**src/rtl/ps2_key_decoder_if.sv**
```systemverilog
// Byte-in / key-event-out bundle between the PS/2 receiver, the scan-code decoder and its consumer.
// The decoder takes the slave view; the receiver/consumer side takes the master view.
interface ps2_key_decoder_if #(
   parameter int DATA_W = 8
);
   logic              rx_done_tick;
   logic [DATA_W-1:0] dout;
   logic              key_rd;
   logic              clr_ovf;
   logic              key_valid;
   logic [DATA_W-1:0] key_code;
   logic              key_ext;
   logic              key_break;
   logic              fifo_full;
   logic              overflow;

   modport master (
      output rx_done_tick, dout, key_rd, clr_ovf,
      input  key_valid, key_code, key_ext, key_break, fifo_full, overflow
   );

   modport slave (
      input  rx_done_tick, dout, key_rd, clr_ovf,
      output key_valid, key_code, key_ext, key_break, fifo_full, overflow
   );
endinterface

```
**src/rtl/ps2_key_decoder.sv**
```systemverilog
// PS/2 set-2 scan-code decoder: strips E0/F0 prefixes, optionally filters typematic repeats,
// and queues qualified make/break events in a first-word-fall-through FIFO.
module ps2_key_decoder #(
   parameter int                DATA_W        = 8,
   parameter int                FIFO_DEPTH    = 4,
   parameter logic [DATA_W-1:0] BREAK_CODE    = 8'hF0,
   parameter logic [DATA_W-1:0] EXT_CODE      = 8'hE0,
   parameter int                MODE          = 2,
   parameter int                REPEAT_FILTER = 1
) (
   input logic                clk,
   input logic                reset,
   ps2_key_decoder_if.slave   bus
);

   localparam int AW = $clog2(FIFO_DEPTH);
   localparam int CW = AW + 1;
   localparam int EW = DATA_W + 2;

   typedef enum logic [1:0] {
      ST_IDLE,
      ST_EXT,
      ST_BRK,
      ST_EXT_BRK
   } state_t;

   state_t            state_q, state_d;
   logic              held_valid_q, held_valid_d;
   logic              held_ext_q, held_ext_d;
   logic [DATA_W-1:0] held_code_q, held_code_d;
   logic [AW-1:0]     wr_ptr_q, wr_ptr_d;
   logic [AW-1:0]     rd_ptr_q, rd_ptr_d;
   logic [CW-1:0]     count_q, count_d;
   logic              full_q, full_d;
   logic              ovf_q, ovf_d;
   logic [EW-1:0]     mem_q [FIFO_DEPTH];

   logic              evt_valid, evt_ext, evt_brk;
   logic              held_match, drop, mode_ok, wr_req;
   logic              empty, full_now, rd_en, wr_en;
   logic [EW-1:0]     head;

   always_comb begin
      state_d   = state_q;
      evt_valid = 1'b0;
      evt_ext   = 1'b0;
      evt_brk   = 1'b0;
      if (bus.rx_done_tick) begin
         case (state_q)
            ST_IDLE: begin
               if (bus.dout == EXT_CODE)        state_d = ST_EXT;
               else if (bus.dout == BREAK_CODE) state_d = ST_BRK;
               else                             evt_valid = 1'b1;
            end
            ST_EXT: begin
               if (bus.dout == BREAK_CODE) begin
                  state_d = ST_EXT_BRK;
               end else if (bus.dout != EXT_CODE) begin
                  evt_valid = 1'b1;
                  evt_ext   = 1'b1;
                  state_d   = ST_IDLE;
               end
            end
            ST_BRK: begin
               if (bus.dout != BREAK_CODE) begin
                  evt_valid = 1'b1;
                  evt_brk   = 1'b1;
                  state_d   = ST_IDLE;
               end
            end
            default: begin
               if (bus.dout != BREAK_CODE) begin
                  evt_valid = 1'b1;
                  evt_ext   = 1'b1;
                  evt_brk   = 1'b1;
                  state_d   = ST_IDLE;
               end
            end
         endcase
      end
   end

   // The held key tracks every decoded event, even ones the mode gate later discards.
   always_comb begin
      held_valid_d = held_valid_q;
      held_ext_d   = held_ext_q;
      held_code_d  = held_code_q;
      drop         = 1'b0;
      held_match   = held_valid_q && (held_ext_q == evt_ext) && (held_code_q == bus.dout);
      if ((REPEAT_FILTER != 0) && evt_valid) begin
         if (!evt_brk) begin
            if (held_match) begin
               drop = 1'b1;
            end else begin
               held_valid_d = 1'b1;
               held_ext_d   = evt_ext;
               held_code_d  = bus.dout;
            end
         end else if (held_match) begin
            held_valid_d = 1'b0;
         end
      end
      mode_ok = (MODE == 2) || ((MODE == 0) && evt_brk) || ((MODE == 1) && !evt_brk);
      wr_req  = evt_valid && !drop && mode_ok;
   end

   // A pop frees a slot in the same cycle, so a full queue still accepts a write alongside it.
   always_comb begin
      empty    = (count_q == '0);
      full_now = (count_q == CW'(FIFO_DEPTH));
      rd_en    = bus.key_rd && !empty;
      wr_en    = wr_req && (!full_now || rd_en);
      count_d  = count_q + CW'(wr_en) - CW'(rd_en);
      wr_ptr_d = wr_ptr_q + AW'(wr_en);
      rd_ptr_d = rd_ptr_q + AW'(rd_en);
      full_d   = (count_d == CW'(FIFO_DEPTH));
      ovf_d    = (ovf_q && !bus.clr_ovf) || (wr_req && !wr_en);
   end

   always_ff @(posedge clk or negedge reset) begin
      if (!reset) begin
         state_q      <= ST_IDLE;
         held_valid_q <= 1'b0;
         held_ext_q   <= 1'b0;
         held_code_q  <= '0;
         wr_ptr_q     <= '0;
         rd_ptr_q     <= '0;
         count_q      <= '0;
         full_q       <= 1'b0;
         ovf_q        <= 1'b0;
      end else begin
         state_q      <= state_d;
         held_valid_q <= held_valid_d;
         held_ext_q   <= held_ext_d;
         held_code_q  <= held_code_d;
         wr_ptr_q     <= wr_ptr_d;
         rd_ptr_q     <= rd_ptr_d;
         count_q      <= count_d;
         full_q       <= full_d;
         ovf_q        <= ovf_d;
      end
   end

   always_ff @(posedge clk) begin
      if (wr_en) mem_q[wr_ptr_q] <= {evt_ext, evt_brk, bus.dout};
   end

   assign head          = mem_q[rd_ptr_q];
   assign bus.key_valid = !empty;
   assign bus.key_code  = empty ? '0 : head[DATA_W-1:0];
   assign bus.key_ext   = !empty && head[DATA_W+1];
   assign bus.key_break = !empty && head[DATA_W];
   assign bus.fifo_full = full_q;
   assign bus.overflow  = ovf_q;

endmodule

```
**src/flat_wrapper.sv**
```systemverilog
// flat-port wrapper written by rule: the top's interface ports become plain ports
module ps2_key_decoder_flat 
#(
   parameter int                DATA_W        = 8,
   parameter int                FIFO_DEPTH    = 4,
   parameter logic [DATA_W-1:0] BREAK_CODE    = 8'hF0,
   parameter logic [DATA_W-1:0] EXT_CODE      = 8'hE0,
   parameter int                MODE          = 2,
   parameter int                REPEAT_FILTER = 1
)
  (clk, reset, bus_rx_done_tick, bus_dout, bus_key_rd, bus_clr_ovf, bus_key_valid, bus_key_code, bus_key_ext, bus_key_break, bus_fifo_full, bus_overflow);
  ps2_key_decoder_if #(.DATA_W(DATA_W)) bus_i ();
  input logic clk;
  input logic reset;
  input wire logic [$bits(bus_i.rx_done_tick)-1:0] bus_rx_done_tick;
  input wire logic [$bits(bus_i.dout)-1:0] bus_dout;
  input wire logic [$bits(bus_i.key_rd)-1:0] bus_key_rd;
  input wire logic [$bits(bus_i.clr_ovf)-1:0] bus_clr_ovf;
  output wire logic [$bits(bus_i.key_valid)-1:0] bus_key_valid;
  output wire logic [$bits(bus_i.key_code)-1:0] bus_key_code;
  output wire logic [$bits(bus_i.key_ext)-1:0] bus_key_ext;
  output wire logic [$bits(bus_i.key_break)-1:0] bus_key_break;
  output wire logic [$bits(bus_i.fifo_full)-1:0] bus_fifo_full;
  output wire logic [$bits(bus_i.overflow)-1:0] bus_overflow;
  assign bus_i.rx_done_tick = bus_rx_done_tick;
  assign bus_i.dout = bus_dout;
  assign bus_i.key_rd = bus_key_rd;
  assign bus_i.clr_ovf = bus_clr_ovf;
  assign bus_key_valid = bus_i.key_valid;
  assign bus_key_code = bus_i.key_code;
  assign bus_key_ext = bus_i.key_ext;
  assign bus_key_break = bus_i.key_break;
  assign bus_fifo_full = bus_i.fifo_full;
  assign bus_overflow = bus_i.overflow;
  ps2_key_decoder #(.DATA_W(DATA_W), .FIFO_DEPTH(FIFO_DEPTH), .BREAK_CODE(BREAK_CODE), .EXT_CODE(EXT_CODE), .MODE(MODE), .REPEAT_FILTER(REPEAT_FILTER)) u_core (.clk(clk), .reset(reset), .bus(bus_i));
endmodule
```
**config.mk**
```make
export PLATFORM = sky130hd
export DESIGN_NAME = ps2_key_decoder_flat
export DESIGN_NICKNAME = d
export VERILOG_FILES = /design/src/rtl/ps2_key_decoder_if.sv /design/src/rtl/ps2_key_decoder.sv /design/src/flat_wrapper.sv
export SDC_FILE = /design/constraint.sdc
export NUM_CORES = 1
export LEC_CHECK = 0
export CAP_MARGIN = 10
export CORE_ASPECT_RATIO = 1.1
export CORE_MARGIN = 4
export CORE_UTILIZATION = 55
export DETAILED_ROUTE_END_ITERATION = 12
export HOLD_SLACK_MARGIN = 0.03
export PLACE_DENSITY_LB_ADDON = 0.3
export SLEW_MARGIN = 40
export SYNTH_ARGS = -nofsm -noshare
export SYNTH_HDL_FRONTEND = slang
export SYNTH_SLANG_ARGS = --single-unit
export TNS_END_PERCENT = 50
```
**constraint.sdc**
```tcl
create_clock -name clk -period 3.83 [get_ports clk]
set_input_delay 0.5745 -clock clk [delete_from_list [all_inputs] [get_ports clk]]
set_output_delay 0.5745 -clock clk [all_outputs]
set_load 0.01 [all_outputs]
```
## Word level (Yosys, flattened, before mapping)

Memory sizes are Yosys's and may differ from the RTL's.
Cells that the tools add are included.
Widths: inputs -> output; s select.

- Reduce and logical (&&, ||, !) cells: 24
- Mux-type cells: 26
- Add/sub/neg operators: 4
- Bitwise gates (word level): 2
- Equality and inequality tests: 14

Operators by type and width:

| operator | number |
|---|---|
| $mux 1 | 17 |
| $eq 8x8->1 const B | 2 |
| $ne 8x8->1 const B | 2 |
| $mux 2 | 5 |
| $logic_and 1x1->1 | 9 |
| $eq 8x8->1 | 1 |
| $mux 8 | 1 |
| $eq 3x3->1 const B | 2 |
| $ne 3x1->1 const B | 2 |
| $reduce_and 3->1 | 2 |
| $logic_not 1->1 | 5 |
| $add 2x1->2 | 2 |
| $pmux 1 s2 | 2 |
| $pmux 2 s2 | 1 |
| $reduce_and 4->1 | 1 |
| $reduce_or 2->1 | 2 |
| $add 3x1->3 | 1 |
| $logic_not 3->1 | 1 |
| $reduce_bool 3->1 | 1 |
| $sub 3x1->3 | 1 |
| $eq 2x1->1 const B | 1 |
| $eq 2x2->1 const B | 1 |
| $logic_not 2->1 | 1 |
| $logic_or 1x1->1 | 2 |
| 4 further kinds | 5 |

- RAM bits: 40
- Memories: 1
- Bits of input ports: 13
- Flip-flop bits (word level): 21

Memories:

| name | words | width | read ports | clocked after Yosys merged registers in | wr ports | line | text |
|---|---|---|---|---|---|---|---|
| u_core.mem_q | 4 | 10 | 1 | 0 | 1 | ps2_key_decoder.sv:36 | `logic [EW-1:0] mem_q [FIFO_DEPTH];` |

## Logic depth before layout (Yosys ltp)

- Word-level depth: 17
- Mapped depth: 13
- Gate-level depth less buffers: 12

## Worst setup path before layout

OpenSTA, ideal clock, no wires.

- Path type: input-to-reg
- Start: input bus_dout[7]
- End: memory u_core.mem_q[0][0] (netlist bit) (enable)
- Arrival: 3,248 ps
- Data required time: 3,438 ps
- Stages on the path: 9
- Slack: 190 ps
- Buffers on the path: 1
- Cell sequence: and4b_4 > and3_1 > buf_6 > or3_1 > and4_1 > ha_1 > nand2b_1 > a311oi_1 > nor3b_1

- Word-level cells in the longest chain between the ends: 16
- Elaborated cells between the ends (all ways): 27

Ends and longest elaborated chain:

| what | line | text |
|---|---|---|
| start: declaration | flat_wrapper.sv:16 | `input wire logic [$bits(bus_i.dout)-1:0] bus_dout;` |
| $ne 8x8->1 | ps2_key_decoder.sv:58 | `end else if (bus.dout != EXT_CODE) begin` |
| $mux 1 | ps2_key_decoder.sv:58 |  |
| $mux 1 | ps2_key_decoder.sv:56 | `if (bus.dout == BREAK_CODE) begin` |
| $pmux 1 s2 | ps2_key_decoder.sv:49 | `case (state_q)` |
| $mux 1 | ps2_key_decoder.sv:48 | `if (bus.rx_done_tick) begin` |
| $eq 1x1->1 | ps2_key_decoder.sv:89 | `held_match = held_valid_q && (held_ext_q == evt_ext) && (held_code_q == bus.dout);` |
| $logic_and 1x1->1 (2 in a row) | ps2_key_decoder.sv:89 |  |
| $mux 1 | ps2_key_decoder.sv:92 | `if (held_match) begin` |
| $mux 1 | ps2_key_decoder.sv:91 | `if (!evt_brk) begin` |
| $mux 1 | ps2_key_decoder.sv:90 | `if ((REPEAT_FILTER != 0) && evt_valid) begin` |
| $logic_not 1->1 | ps2_key_decoder.sv:104 | `wr_req = evt_valid && !drop && mode_ok;` |
| $logic_and 1x1->1 (*) | ps2_key_decoder.sv:104 |  |
| $logic_and 1x1->1 (*) | ps2_key_decoder.sv:112 | `wr_en = wr_req && (!full_now \|\| rd_en);` |
| $mux 1 (*) | ps2_key_decoder.sv:145 | `if (wr_en) mem_q[wr_ptr_q] <= {evt_ext, evt_brk, bus.dout};` |
| $mux 1 (not written as such) (*) | ps2_key_decoder.sv:145 |  |
| end: declaration | ps2_key_decoder.sv:36 |  |

Mark *: on every way between the ends. The rest lies on a longest branch, timed or not.

## Worst setup path in the final report

- Start: input bus_dout[7]
- End: register u_core.full_q (netlist: u_core.bus.fifo_full)

- Word-level cells in the longest chain between the ends: 17
- Elaborated cells between the ends (all ways): 28

Ends and longest elaborated chain:

| what | line | text |
|---|---|---|
| $ne 8x8->1 | ps2_key_decoder.sv:58 |  |
| $mux 1 | ps2_key_decoder.sv:58 |  |
| $mux 1 | ps2_key_decoder.sv:56 |  |
| $pmux 1 s2 | ps2_key_decoder.sv:49 |  |
| $mux 1 | ps2_key_decoder.sv:48 |  |
| $eq 1x1->1 | ps2_key_decoder.sv:89 |  |
| $logic_and 1x1->1 (2 in a row) | ps2_key_decoder.sv:89 |  |
| $mux 1 | ps2_key_decoder.sv:92 |  |
| [2 not listed] | -- |  |
| $logic_not 1->1 | ps2_key_decoder.sv:104 |  |
| $logic_and 1x1->1 (*) | ps2_key_decoder.sv:104 |  |
| $logic_and 1x1->1 (*) | ps2_key_decoder.sv:112 |  |
| $add 3x1->3 (*) | ps2_key_decoder.sv:113 | `count_d = count_q + CW'(wr_en) - CW'(rd_en);` |
| $sub 3x1->3 (*) | ps2_key_decoder.sv:113 |  |
| net u_core.count_d[2] | ps2_key_decoder.sv:33 | `logic [CW-1:0] count_q, count_d;` |
| $eq 3x3->1 (*) | ps2_key_decoder.sv:116 | `full_d = (count_d == CW'(FIFO_DEPTH));` |
| net u_core.full_d | ps2_key_decoder.sv:34 | `logic full_q, full_d;` |
| end signal: assignment | ps2_key_decoder.sv:139 | `full_q <= full_d;` |
| end: declaration | ps2_key_decoder.sv:34 |  |

Mark *: on every way through the listed nets, which the timed path passes. The rest lies on a longest branch.
A chain may end at the register's enable or synchronous reset.

==> flow_metrics.py <==
metrics = {
    "finish": {
        "final_layout_size_suffix_gt1_share_pct": 22.07,
        "syn_to_final_growth_pct": 24.85,
        "fillers": 299,
        "final_nets": 228,
        "fin_cells": 269,
        "n_antenna_cell": 0,
    },
    "global_route": {
        "antenna_found_initial": 0,
        "grt_max_degree": 22,
        "track_usage_pct": 18.87,
        "first_global_vias": 1595,
        "grt_remaining_overflow": 0,
        "grt_pass1_wl_mm": 7.886,
    },
    "floorplan": {
        "core_area_um2": 4652,
        "ios": 26,
        "rows": 26,
        "start_util_pct": 56.62,
        "die_w_um": 73.98,
        "dieHeight_um": 80.58,
        "die-area_um2": 5961,
    },
    "clocking": {
        "cts_resized": 0,
        "cts_buffers": 9,
        "clock_latency_ns": 0.33,
        "cts.path.max_buffers": 2,
        "htreeDepth": 3,
        "cts_hold_buffers": 0,
        "cts_setup_buffers": 0,
        "cts_root_buf": "clkbuf_8",
        "clk_pin_slew_ns": 0.06,
        "cts_tree": "built",
        "cts_sinks": 61,
    },
    "worst_hold_path": {
        "min_path_type": "input port to asynchronous set/reset pin",
    },
    "timing": {
        "finalHoldViolations": 0,
        "tightestPinTransition_ns": 0.6799,
        "setup_viol": 0,
        "skew_ns": 0.007295,
        "finalMaxSlewViolations": 0,
        "slew_headroom_pct": 54.68,
        "layout_min_cycle_time_ns": 3.550,
        "rsz0062_at_grt": "false",
        "layout_worst_path_cycle_share_pct": 92.69,
        "fmax_mhz": 281.7,
    },
    "placement": {
        "placed_cells": 253,
        "gp_congestion": 0.9458,
        "dp_hpwl_mm": 3.405,
        "io_buffers": 25,
    },
    "routing": {
        "finalWirelength_mm": 4.807,
        "vias_per_cell": 5.617,
        "post_drt_wl_per_cell_um": 17.87,
        "ant_nets": 0,
        "drt_first_pass_iters": 4,
        "drt_iter0_drc": 108,
        "drc": 0,
        "via_count": 1511,
    },
    "power": {
        "p_switching_uw": 632.6,
        "p_per_area_nw_per_um2": 723.3,
        "p_total_mw": 2.378,
        "seqPwrFrac_pct": 40.5,
        "peakVddDrop_mv": 0.3169,
        "leakage_nw": 1.272,
        "comb_power_share_pct": 29.9,
        "p_clk_share_pct": 29.6,
        "p_int_mw": 1.746,
        "switching_share_pct": 26.60,
    },
    "synthesis": {
        "synth_area_um2": 2634,
        "synth_seq_area_share_pct": 65.56,
        "synth.area.top_cells": "edfxtp_1 (46%), dfrtp_1 (20%), mux4_2 (8.6%)",
        "ys_types": 38,
        "syn_inst": 163,
        "syn_nets": 183,
        "yosysWarnings": 0,
        "yosysTopAreaCell": "edfxtp_1",
        "synth_top_area_share_pct": 45.61,
        "ys_ff_latch": 61,
        "avgSynthCellArea_um2": 16.16,
    },
    "setup_path": {
        "r2r_end": "u_core.bus.fifo_full",
        "crit-reg2reg-launch": "u_core.state_q[1]",
        "rr_worst_depth": 12,
        "cp.required_ns": 4.07,
        "worstSetupEndpointType": "register",
        "worst-path-max-fanout": 7,
        "crit_type": "input port to register",
        "crit_path_start_kind": "input port",
        "r2r_setup_slack_ns": 0.86,
        "cp.arrival_ns": 3.79,
    },
    "status": {
        "status": "finished, final reports clean",
    },
    "job": {
        "maxCapViolations": 0,
    },
}
-- how the worst max path moves through the flow --
stage | from | to | slack, ns | depth (start not counted)
5_1_grt | bus_dout[7] | u_core.bus.fifo_full | 0.08 | 13
4_1_cts | bus_dout[7] | u_core.bus.fifo_full | 0.27 | 13
6_report | bus_dout[7] | u_core.bus.fifo_full | 0.28 | 13
3_5_place_dp | bus_dout[7] | u_core.bus.fifo_full | -0.05 | 13
3_3_place_gp | bus_dout[7] | u_core.bus.fifo_full | 0.14 | 13
2_1_floorplan | bus_dout[7] | u_core.mem_q[0][0] | 0.19 | 9
-- routing by layer --
layer | vias up | share of wire, % | track usage [%]
li1 | 699 | - | -
met1 | 756 | 40 | 23.42
met2 | 47 | 53 | 30.32
met3 | 9 | 5.7 | 5.257
met4 | 0 | 1.8 | 8.877
met5 | - | 0 | 0
-- power groups by stage --
stage | clock network [mW] | logic, mW | registers, mW
after detailed placement | 0 | 0.724 | 0.982
final | 0.703 | 0.712 | 0.963
after global placement | 0 | 0.694 | 0.965
after floorplan | 0 | 0.452 | 0.909
after CTS | 0.713 | 0.727 | 0.969
after global routing | 0.752 | 0.773 | 0.984
-- layout by cell type (no fill, tap or decap), types with 2 or more instances in the layout --
master	netlist	layout
nor2b_1	11	11
inv_1	9	9
nand2_1	5	5
xnor2_1	3	3
a21oi_1	2	2
and3_1	3	3
mux2_2	3	3
clkdlybuf4s50_1	0	24
clkbuf_8	0	11
nor3b_1	2	2
nand2b_1	2	2
a31oi_1	2	2
mux4_2	10	10
edfxtp_1	40	40
xor2_1	9	9
nand3_1	3	3
bufinv_16	0	3
ha_1	6	6
mux2_1	5	5
buf_4	0	13
nor2_1	5	5
dfrtp_1	21	21
-- final cells by class --
cell class | instances | area, um^2 | area share, %
clock buffers | 12 | 155.1 | 4.718
clock inverters | 4 | 95.09 | 2.892
inverters | 9 | 33.78 | 1.027
multi-input cells | 88 | 844.6 | 25.68
flip-flops and latches | 61 | 1727 | 52.51
well taps | 56 | 70.07 | 2.131
repair buffers | 39 | 362.8 | 11.04
-- metrics by stage --
step | worst slack, ns | hold slack, ns | utilization (%) | instance area [um^2] | TNS (ns)
2_1_floorplan | 0.1902 | 0.2789 | - | 2634 | 0
3_3_place_gp | 0.1415 | 0.4899 | 65.41 | 3043 | 0
3_5_place_dp | -0.05490 | 0.5044 | 65.30 | 3038 | -0.1407
4_1_cts | 0.2750 | 0.2049 | 70.68 | 3288 | 0
5_1_grt | 0.08406 | 0.2174 | 70.68 | 3288 | 0
6_report | 0.2800 | 0.1920 | 70.68 | 3288 | 0
-- cells by family (layout without fill, tap and decap cells) --
group,Yosys count,after routing,synth area share [%]
mux,19,19,12.35
xor+xnor,12,12,3.991
fa+ha+maj,7,7,3.610
simple gates,41,41,9.596
flops,61,61,65.56
buf+inv,14,64,2.375
compound gates,9,9,2.518
-- critical path, stage by stage --
cell and delay [ns]:
clkdlybuf4s50_1 0.55, and4b_4 0.31, and3_1 0.15, or3_1 0.37
and4_1 0.23, ha_1 0.17, nand2b_1 0.16, a311oi_1 0.35
ha_1 0.23, fa_1 0.18, xnor2_1 0.13, xnor2_1 0.16
nor3b_1 0.21
-- cell usage after synthesis --
cell type,n
buf_2,2
nor4b_1,1
nand4_1,1
xnor2_1,3
and3b_1,1
a22o_1,1
o31ai_1,1
inv_1,9
mux4_2,10
and4_1,1
nor2b_1,11
clkbuf_1,2
nor3_1,1
edfxtp_1,40
nor4_1,1
nor3_2,1
fa_1,1
nor2_4,1
or3_1,1
xor2_1,9
a21bo_2,1
mux2_1,5
buf_6,1
a31oi_1,2
and3_1,3
nand2b_1,2
nand3_1,3
dfrtp_1,21
a2111oi_0,1
mux2i_1,1
ha_1,6
and4b_4,1
a21oi_1,2
a311oi_1,1
mux2_2,3
nand2_1,5
nor3b_1,2
nor2_1,5
-- flip-flops by register name, indices dropped and copies added, names as in the netlist --
| register | count |
|---|---|
| u_core.rd_ptr_q | 2 |
| u_core.state_q | 2 |
| u_core.bus.fifo_full | 1 |
| u_core.count_q | 3 |
| u_core.held_ext_q | 1 |
| u_core.held_valid_q | 1 |
| u_core.wr_ptr_q | 2 |
| u_core.held_code_q | 8 |
| u_core.bus.overflow | 1 |
| u_core.mem_q | 40 |
No activity file was read; power rests on OpenSTA's default activity.
